[config.mk]
export PLATFORM = sky130hd
export DESIGN_NAME = sd_init_seq_flat
export DESIGN_NICKNAME = d
export VERILOG_FILES = /design/src/rtl/sd_init_seq_if.sv /design/src/rtl/sd_init_seq.sv /design/src/flat_wrapper.sv
export SDC_FILE = /design/constraint.sdc
export NUM_CORES = 1
export LEC_CHECK = 0
export CAP_MARGIN = 10
export CELL_PAD_IN_SITES_DETAIL_PLACEMENT = 0
export CELL_PAD_IN_SITES_GLOBAL_PLACEMENT = 1
export CORE_MARGIN = 8
export CORE_UTILIZATION = 38
export DETAILED_ROUTE_END_ITERATION = 6
export PLACE_DENSITY_LB_ADDON = 0.1
export RECOVER_POWER = 100
export SLEW_MARGIN = 20
export SYNTH_ARGS = -nofsm -noshare
export SYNTH_HDL_FRONTEND = slang
export SYNTH_SLANG_ARGS = --single-unit
[constraint.sdc]
create_clock -name clk -period 9.3 [get_ports clk]
set_clock_uncertainty 0.2 [all_clocks]
set_input_delay 0.93 -clock clk [delete_from_list [all_inputs] [get_ports clk]]
set_output_delay 0.93 -clock clk [all_outputs]
set_load 0.02 [all_outputs]
[src/rtl/sd_init_seq_if.sv]
// Command-controller bus between the SD init sequencer (master) and the
// SD command engine (slave). Handshake: the master raises start for one
// cycle while busy==0; the engine raises busy after accepting, then pulses
// done for one cycle with timeout/syntaxe/resparg valid alongside done.
interface sd_init_seq_if;
  logic        sdclken;
  logic [15:0] clkdiv;
  logic        start;
  logic [15:0] precnt;
  logic [5:0]  cmd;
  logic [31:0] arg;
  logic        busy;
  logic        done;
  logic        timeout;
  logic        syntaxe;
  logic [31:0] resparg;

  modport master (
    output sdclken, clkdiv, start, precnt, cmd, arg,
    input  busy, done, timeout, syntaxe, resparg
  );

  modport slave (
    input  sdclken, clkdiv, start, precnt, cmd, arg,
    output busy, done, timeout, syntaxe, resparg
  );
endinterface

[src/rtl/sd_init_seq.sv]
// SD card identification sequencer: CMD0, [CMD8], CMD55/ACMD41 loop, CMD2,
// CMD3, CMD7. Define SD_INIT_CMD8_EN to issue CMD8 (SD v2 voltage check).
module sd_init_seq #(
  parameter logic [15:0] INIT_CLKDIV  = 16'd250,
  parameter logic [15:0] FAST_CLKDIV  = 16'd2,
  parameter logic [15:0] PRECNT_FIRST = 16'd80,
  parameter logic [15:0] PRECNT_CMD   = 16'd8,
  parameter logic [15:0] ACMD41_MAX   = 16'd1000
) (
  input  logic        clk,
  input  logic        rstn,
  input  logic        init_start,
  output logic        init_busy,
  output logic        init_done,
  output logic        init_err,
  output logic [3:0]  err_code,
  output logic        card_ready,
  output logic        card_hc,
  output logic [15:0] rca,
  output logic [2:0]  dbg_state,
  sd_init_seq_if.master cmd_bus
);

  localparam logic [2:0] S_IDLE  = 3'd0;
  localparam logic [2:0] S_ISSUE = 3'd1;
  localparam logic [2:0] S_WAIT  = 3'd2;
  localparam logic [2:0] S_EVAL  = 3'd3;
  localparam logic [2:0] S_DONE  = 3'd4;
  localparam logic [2:0] S_ERR   = 3'd5;

  localparam logic [5:0] CMD0   = 6'd0;
  localparam logic [5:0] CMD2   = 6'd2;
  localparam logic [5:0] CMD3   = 6'd3;
  localparam logic [5:0] CMD7   = 6'd7;
  localparam logic [5:0] CMD55  = 6'd55;
  localparam logic [5:0] ACMD41 = 6'd41;
`ifdef SD_INIT_CMD8_EN
  localparam logic [5:0] CMD8   = 6'd8;
`endif

  logic [2:0]  state_q, state_d;
  logic [5:0]  cmd_q, cmd_d;
  logic [31:0] arg_q, arg_d;
  logic [15:0] precnt_q, precnt_d;
  logic        v2_q, v2_d;
  logic [15:0] attempt_q, attempt_d;
  logic        card_ready_q, card_ready_d;
  logic        card_hc_q, card_hc_d;
  logic [15:0] rca_q, rca_d;
  logic [3:0]  err_code_q, err_code_d;
  logic        done_pulse_q, done_pulse_d;
  logic        err_pulse_q, err_pulse_d;
  logic        tmo_q, tmo_d;
  logic        syn_q, syn_d;
  logic [15:0] rsp_hi_q, rsp_hi_d;
`ifdef SD_INIT_CMD8_EN
  logic [11:0] rsp_lo_q, rsp_lo_d;
`endif

  logic        issue;
  logic [5:0]  nxt_cmd;
  logic [31:0] nxt_arg;
  logic        fail;
  logic [3:0]  fail_code;
  logic        rsp_err;
  logic [15:0] attempt_inc;

  assign rsp_err     = tmo_q | syn_q;
  assign attempt_inc = (attempt_q == 16'hFFFF) ? attempt_q : attempt_q + 16'd1;

  always_comb begin
    state_d      = state_q;
    cmd_d        = cmd_q;
    arg_d        = arg_q;
    precnt_d     = precnt_q;
    v2_d         = v2_q;
    attempt_d    = attempt_q;
    card_ready_d = card_ready_q;
    card_hc_d    = card_hc_q;
    rca_d        = rca_q;
    err_code_d   = err_code_q;
    done_pulse_d = 1'b0;
    err_pulse_d  = 1'b0;
    tmo_d        = tmo_q;
    syn_d        = syn_q;
    rsp_hi_d     = rsp_hi_q;
`ifdef SD_INIT_CMD8_EN
    rsp_lo_d     = rsp_lo_q;
`endif
    issue        = 1'b0;
    nxt_cmd      = CMD0;
    nxt_arg      = 32'h0;
    fail         = 1'b0;
    fail_code    = 4'h0;

    case (state_q)
      S_IDLE, S_DONE, S_ERR: begin
        if (init_start) begin
          card_ready_d = 1'b0;
          card_hc_d    = 1'b0;
          rca_d        = 16'h0;
          err_code_d   = 4'h0;
          attempt_d    = 16'h0;
          v2_d         = 1'b0;
          issue        = 1'b1;
        end
      end
      S_ISSUE: begin
        if (!cmd_bus.busy) state_d = S_WAIT;
      end
      S_WAIT: begin
        if (cmd_bus.done) begin
          tmo_d    = cmd_bus.timeout;
          syn_d    = cmd_bus.syntaxe;
          rsp_hi_d = cmd_bus.resparg[31:16];
`ifdef SD_INIT_CMD8_EN
          rsp_lo_d = cmd_bus.resparg[11:0];
`endif
          state_d  = S_EVAL;
        end
      end
      S_EVAL: begin
        case (cmd_q)
          CMD0: begin
            // No response is expected to GO_IDLE, so any outcome is accepted.
            issue = 1'b1;
`ifdef SD_INIT_CMD8_EN
            nxt_cmd = CMD8;
            nxt_arg = 32'h0000_01AA;
`else
            nxt_cmd = CMD55;
`endif
          end
`ifdef SD_INIT_CMD8_EN
          CMD8: begin
            // Silence means a v1 card; a wrong echo means an unusable card.
            if (tmo_q) begin
              v2_d    = 1'b0;
              issue   = 1'b1;
              nxt_cmd = CMD55;
            end else if (!syn_q && rsp_lo_q == 12'h1AA) begin
              v2_d    = 1'b1;
              issue   = 1'b1;
              nxt_cmd = CMD55;
            end else begin
              fail      = 1'b1;
              fail_code = 4'h1;
            end
          end
`endif
          CMD55: begin
            if (rsp_err) begin
              fail      = 1'b1;
              fail_code = 4'h2;
            end else begin
              issue   = 1'b1;
              nxt_cmd = ACMD41;
              nxt_arg = {1'b0, v2_q, 6'b0, 24'hFF8000};
            end
          end
          ACMD41: begin
            // R3 carries no CRC, so syntaxe is not meaningful here.
            if (tmo_q) begin
              fail      = 1'b1;
              fail_code = 4'h3;
            end else if (rsp_hi_q[15]) begin
              card_hc_d = rsp_hi_q[14];
              issue     = 1'b1;
              nxt_cmd   = CMD2;
            end else begin
              attempt_d = attempt_inc;
              if (attempt_inc >= ACMD41_MAX) begin
                fail      = 1'b1;
                fail_code = 4'h4;
              end else begin
                issue   = 1'b1;
                nxt_cmd = CMD55;
              end
            end
          end
          CMD2: begin
            if (rsp_err) begin
              fail      = 1'b1;
              fail_code = 4'h5;
            end else begin
              issue   = 1'b1;
              nxt_cmd = CMD3;
            end
          end
          CMD3: begin
            if (rsp_err) begin
              fail      = 1'b1;
              fail_code = 4'h6;
            end else begin
              rca_d   = rsp_hi_q;
              issue   = 1'b1;
              nxt_cmd = CMD7;
              nxt_arg = {rsp_hi_q, 16'h0};
            end
          end
          CMD7: begin
            if (rsp_err) begin
              fail      = 1'b1;
              fail_code = 4'h7;
            end else begin
              state_d      = S_DONE;
              done_pulse_d = 1'b1;
              card_ready_d = 1'b1;
            end
          end
          default: state_d = S_IDLE;
        endcase
      end
      default: state_d = S_IDLE;
    endcase

    if (fail) begin
      state_d      = S_ERR;
      err_code_d   = fail_code;
      err_pulse_d  = 1'b1;
      card_ready_d = 1'b0;
    end

    // cmd/arg/precnt are loaded once on entry to ISSUE and held until the next command.
    if (issue) begin
      state_d  = S_ISSUE;
      cmd_d    = nxt_cmd;
      arg_d    = nxt_arg;
      precnt_d = (nxt_cmd == CMD0) ? PRECNT_FIRST : PRECNT_CMD;
    end
  end

  always_ff @(posedge clk or negedge rstn) begin
    if (!rstn) begin
      state_q      <= S_IDLE;
      cmd_q        <= 6'h0;
      arg_q        <= 32'h0;
      precnt_q     <= 16'h0;
      v2_q         <= 1'b0;
      attempt_q    <= 16'h0;
      card_ready_q <= 1'b0;
      card_hc_q    <= 1'b0;
      rca_q        <= 16'h0;
      err_code_q   <= 4'h0;
      done_pulse_q <= 1'b0;
      err_pulse_q  <= 1'b0;
      tmo_q        <= 1'b0;
      syn_q        <= 1'b0;
      rsp_hi_q     <= 16'h0;
`ifdef SD_INIT_CMD8_EN
      rsp_lo_q     <= 12'h0;
`endif
    end else begin
      state_q      <= state_d;
      cmd_q        <= cmd_d;
      arg_q        <= arg_d;
      precnt_q     <= precnt_d;
      v2_q         <= v2_d;
      attempt_q    <= attempt_d;
      card_ready_q <= card_ready_d;
      card_hc_q    <= card_hc_d;
      rca_q        <= rca_d;
      err_code_q   <= err_code_d;
      done_pulse_q <= done_pulse_d;
      err_pulse_q  <= err_pulse_d;
      tmo_q        <= tmo_d;
      syn_q        <= syn_d;
      rsp_hi_q     <= rsp_hi_d;
`ifdef SD_INIT_CMD8_EN
      rsp_lo_q     <= rsp_lo_d;
`endif
    end
  end

  assign init_busy  = (state_q == S_ISSUE) || (state_q == S_WAIT) || (state_q == S_EVAL);
  assign init_done  = done_pulse_q;
  assign init_err   = err_pulse_q;
  assign err_code   = err_code_q;
  assign card_ready = card_ready_q;
  assign card_hc    = card_hc_q;
  assign rca        = rca_q;
  assign dbg_state  = state_q;

  assign cmd_bus.sdclken = init_busy || (state_q == S_DONE);
  assign cmd_bus.clkdiv  = (state_q == S_DONE) ? FAST_CLKDIV : INIT_CLKDIV;
  assign cmd_bus.start   = (state_q == S_ISSUE) && !cmd_bus.busy;
  assign cmd_bus.precnt  = precnt_q;
  assign cmd_bus.cmd     = cmd_q;
  assign cmd_bus.arg     = arg_q;

endmodule
[src/flat_wrapper.sv]
// flat-port wrapper written by rule: the top's interface ports become plain ports
module sd_init_seq_flat 
#(
  parameter logic [15:0] INIT_CLKDIV  = 16'd250,
  parameter logic [15:0] FAST_CLKDIV  = 16'd2,
  parameter logic [15:0] PRECNT_FIRST = 16'd80,
  parameter logic [15:0] PRECNT_CMD   = 16'd8,
  parameter logic [15:0] ACMD41_MAX   = 16'd1000
)
  (clk, rstn, init_start, init_busy, init_done, init_err, err_code, card_ready, card_hc, rca, dbg_state, cmd_bus_sdclken, cmd_bus_clkdiv, cmd_bus_start, cmd_bus_precnt, cmd_bus_cmd, cmd_bus_arg, cmd_bus_busy, cmd_bus_done, cmd_bus_timeout, cmd_bus_syntaxe, cmd_bus_resparg);
  sd_init_seq_if cmd_bus_i ();
  input  logic clk;
  input  logic rstn;
  input  logic init_start;
  output logic init_busy;
  output logic init_done;
  output logic init_err;
  output logic [3:0] err_code;
  output logic card_ready;
  output logic card_hc;
  output logic [15:0] rca;
  output logic [2:0] dbg_state;
  output wire logic [$bits(cmd_bus_i.sdclken)-1:0] cmd_bus_sdclken;
  output wire logic [$bits(cmd_bus_i.clkdiv)-1:0] cmd_bus_clkdiv;
  output wire logic [$bits(cmd_bus_i.start)-1:0] cmd_bus_start;
  output wire logic [$bits(cmd_bus_i.precnt)-1:0] cmd_bus_precnt;
  output wire logic [$bits(cmd_bus_i.cmd)-1:0] cmd_bus_cmd;
  output wire logic [$bits(cmd_bus_i.arg)-1:0] cmd_bus_arg;
  input wire logic [$bits(cmd_bus_i.busy)-1:0] cmd_bus_busy;
  input wire logic [$bits(cmd_bus_i.done)-1:0] cmd_bus_done;
  input wire logic [$bits(cmd_bus_i.timeout)-1:0] cmd_bus_timeout;
  input wire logic [$bits(cmd_bus_i.syntaxe)-1:0] cmd_bus_syntaxe;
  input wire logic [$bits(cmd_bus_i.resparg)-1:0] cmd_bus_resparg;
  assign cmd_bus_sdclken = cmd_bus_i.sdclken;
  assign cmd_bus_clkdiv = cmd_bus_i.clkdiv;
  assign cmd_bus_start = cmd_bus_i.start;
  assign cmd_bus_precnt = cmd_bus_i.precnt;
  assign cmd_bus_cmd = cmd_bus_i.cmd;
  assign cmd_bus_arg = cmd_bus_i.arg;
  assign cmd_bus_i.busy = cmd_bus_busy;
  assign cmd_bus_i.done = cmd_bus_done;
  assign cmd_bus_i.timeout = cmd_bus_timeout;
  assign cmd_bus_i.syntaxe = cmd_bus_syntaxe;
  assign cmd_bus_i.resparg = cmd_bus_resparg;
  sd_init_seq #(.INIT_CLKDIV(INIT_CLKDIV), .FAST_CLKDIV(FAST_CLKDIV), .PRECNT_FIRST(PRECNT_FIRST), .PRECNT_CMD(PRECNT_CMD), .ACMD41_MAX(ACMD41_MAX)) u_core (.clk(clk), .rstn(rstn), .init_start(init_start), .init_busy(init_busy), .init_done(init_done), .init_err(init_err), .err_code(err_code), .card_ready(card_ready), .card_hc(card_hc), .rca(rca), .dbg_state(dbg_state), .cmd_bus(cmd_bus_i));
endmodule
==> impl_metrics.env <==
export IMPL_synthTopCellsByArea="dfrtp_1, buf_4, mux2_2"
export IMPL_violations="max-capacitance violations, max-slew violations"
export IMPL_maxCapViolCount=3
export IMPL_fin_crit_ns=5.28
export IMPL_syn_cell_area_mm2=0.00436
export IMPL_syn_inst=435
export IMPL_hold_violations=0
export IMPL_grt_pass1_vias=3340
export IMPL_r2r_start="u_core.attempt_q[0]"
export IMPL_synth_common_cells="dfrtp_1, buf_4, nand2_1, nor2_1, o21ai_0"
export IMPL_max_slew_margin_pct=-207
export IMPL_synth_top_area_share_pct=48.8
export IMPL_crit_fanout=23
export IMPL_required_ns=9.32
export IMPL_synth_edf_count=0
export IMPL_synthFlopType="dfrtp_1"
export IMPL_antenna_cells=0
export IMPL_vias_per_cell=5.23
export IMPL_ys_ff_latch=85
export IMPL_dp_hpwl_um=7710
export IMPL_htree_levels=3
export IMPL_die_area_mm2=0.0152
export IMPL_coreArea_mm2=0.0113
export IMPL_worst_setup_path_start_kind="flop"
export IMPL_critPathArrivalTime_ns=5.30
export IMPL_grt_max_degree=86
export IMPL_synthDistinctLibCells=58
export IMPL_grt_usage_pct=15.2
export IMPL_worstMarginPinSlew_ns=4.61
export IMPL_die_w_um=123
export IMPL_hold_start="u_core.rca[3]"
export IMPL_path_clk_slew_ns=0.07
export IMPL_cts_root_buf="clkbuf_16"
export IMPL_setup_tns_ns=0
export IMPL_grt_pass1_wl_um=18200
export IMPL_setup_ws_ns=4.02
export IMPL_gp_congestion=0.806
export IMPL_drc=0
export IMPL_place_inst=635
export IMPL_clock_latency_ns=0.34
export IMPL_power_density_mw_per_mm2=225
export IMPL_hold_path_depth=2
export IMPL_postRouteAntennaNets=0
export IMPL_drive_above_1_share_pct=8.07
export IMPL_fmax_mhz=190
export IMPL_drtIter0Drc=239
export IMPL_async_reset_ff_share_pct=100
export IMPL_cts_resized=0
export IMPL_fin_cells=651
export IMPL_timing_final_crit_share_pct=56.7
export IMPL_ys_seq_area_share_pct=48.8
export IMPL_clock_sinks=85
export IMPL_synth_most_common_cell="dfrtp_1"
export IMPL_avgSynthCellArea_um2=10.0
export IMPL_cts_path_max_buffers=2
export IMPL_numPortBuffers=82
export IMPL_initial_core_util_pct=38.5
export IMPL_maxSlewViolCount=98
export IMPL_rows=39
export IMPL_grt_setup_unrepaired="false"
export IMPL_cts_buffers=9
export IMPL_wire_per_inst_um=17.3
export IMPL_synth_top_cell_by_area="dfrtp_1"
export IMPL_yosysWarnings=0
export IMPL_via_count=3402
export IMPL_die_y_um=123
export IMPL_io_pins=139
export IMPL_endpoint_kind="flop"
export IMPL_routed_wl_um=11300
export IMPL_crit_type="reg -> reg"
export IMPL_holdBufCountCts=0
export IMPL_postCtsSetupBuffers=0
export IMPL_final_nets=543
export IMPL_cts_tree="yes"
export IMPL_r2r_slack_ns=4.02
export IMPL_areaGrowthSynthToFinish_pct=22.2
export IMPL_antenna_found_initial=0
export IMPL_hp_class="reg -> reg"
export IMPL_dp_worst_setup_slack_ns=5.55
export IMPL_min_to="u_core.rca[3]"
export IMPL_status="finished with violations"
export IMPL_r2r_end="u_core.dbg_state[0]"
export IMPL_dr_pass1_iters=4
export IMPL_worstRegToRegCells=10
export IMPL_vdd_drop_max_uv=91.3
export IMPL_setup_violations=0
export IMPL_fin_util_pct=47.1
export IMPL_p_leak_nw=2.47
export IMPL_overflow=0
-- per-layer routing --
layer | GRT usage [%] | vias to the layer above | routed length, µm
li1 | - | 1630 | -
met1 | 19.6 | 1652 | 5010
met2 | 23.0 | 111 | 5130
met3 | 5.66 | 9 | 1020
met4 | 4.89 | 0 | 116
met5 | 0 | - | 0
-- layout make-up --
type                            count  area, µm²
Clock inverter                      5       43.8
Tap cell                          143        179
Clock buffer                       11        243
Fill cell                        1075       5990
Inverter                            3       11.3
Multi-Input combinational cell    318       1900
Timing Repair Buffer               86        830
Sequential cell                    85       2130
-- how the worst max path moves through the flow --
stage | from | endpoint | slack [ns]
after floorplan | u_core.attempt_q[0] | u_core.dbg_state[0] | 6.23
after global placement | u_core.attempt_q[0] | u_core.dbg_state[0] | 5.52
after detailed placement | u_core.attempt_q[0] | u_core.dbg_state[0] | 5.55
after CTS | u_core.attempt_q[0] | u_core.dbg_state[0] | 5.52
after global routing | rstn | u_core.attempt_q[12] | 3.26
final | u_core.attempt_q[0] | u_core.dbg_state[0] | 4.02
-- flip-flops by register name, indices dropped and copies added (netlist names), 2 cells and up --
signal and cells:
u_core.rca 16, u_core.err_code 3, u_core.cmd_bus.arg 17, u_core.cmd_bus.cmd 6
u_core.cmd_bus.precnt 2, u_core.attempt_q 16, u_core.dbg_state 3, u_core.rsp_hi_q 16
-- where the power goes --
part,switching [mW],leakage [nW],total [mW],internal [mW]
Combinational,0.202,1.20,0.344,0.143
Clock,0.158,0.134,0.350,0.192
Sequential,0.0688,1.14,0.502,0.433
-- cell families after synthesis --
kind of cell / after synthesis / share of synthesized area (%)
mux: 21 / 5.37
buf+inv: 70 / 10.2
flops: 85 / 48.8
compound gates: 116 / 18.9
simple gates: 138 / 15.9
xor+xnor: 2 / 0.402
other cells: 2 / 0.172
fa+ha+maj: 1 / 0.287
-- stage by stage --
| stage | total power [mW] | cell area [µm²] | hold WS, ns |
|---|---|---|---|
| 5_1_grt | 1.27 | 5330 | 0.311 |
| 3_5_place_dp | 0.876 | 5100 | 0.272 |
| 6_report | 1.20 | 5330 | 0.285 |
| 2_1_floorplan | 0.751 | 4500 | 0.281 |
| 4_1_cts | 1.23 | 5390 | 0.294 |
| 3_3_place_gp | 0.873 | 5100 | 0.262 |
-- critical path, cell delays in order (launching register included) --
cell      delay (ns)
dfrtp_1         0.42
ha_1            0.26
nand3_1         0.35
nor4_1          1.39
nor3_1          0.23
mux2i_1         0.20
o31a_2          0.39
o21ai_0         0.16
clkbuf_1        0.88
or3b_1          0.41
mux2_2          0.26
-- placed cells by master, fill, tap and decap left out, drive strengths merged, types with 5 or more instances in the layout --
cell type	instances
clkdlybuf4s50	19
nand2	45
nor2	37
a21o	7
nor3	7
mux2	19
dlygate4sd3	62
inv	5
a221o	8
nand4	5
nor4	8
a22o	20
conb	40
dfrtp	85
nand3	13
o21ai	32
a21oi	20
clkbuf	16
Power figures use the tool's default switching activity.
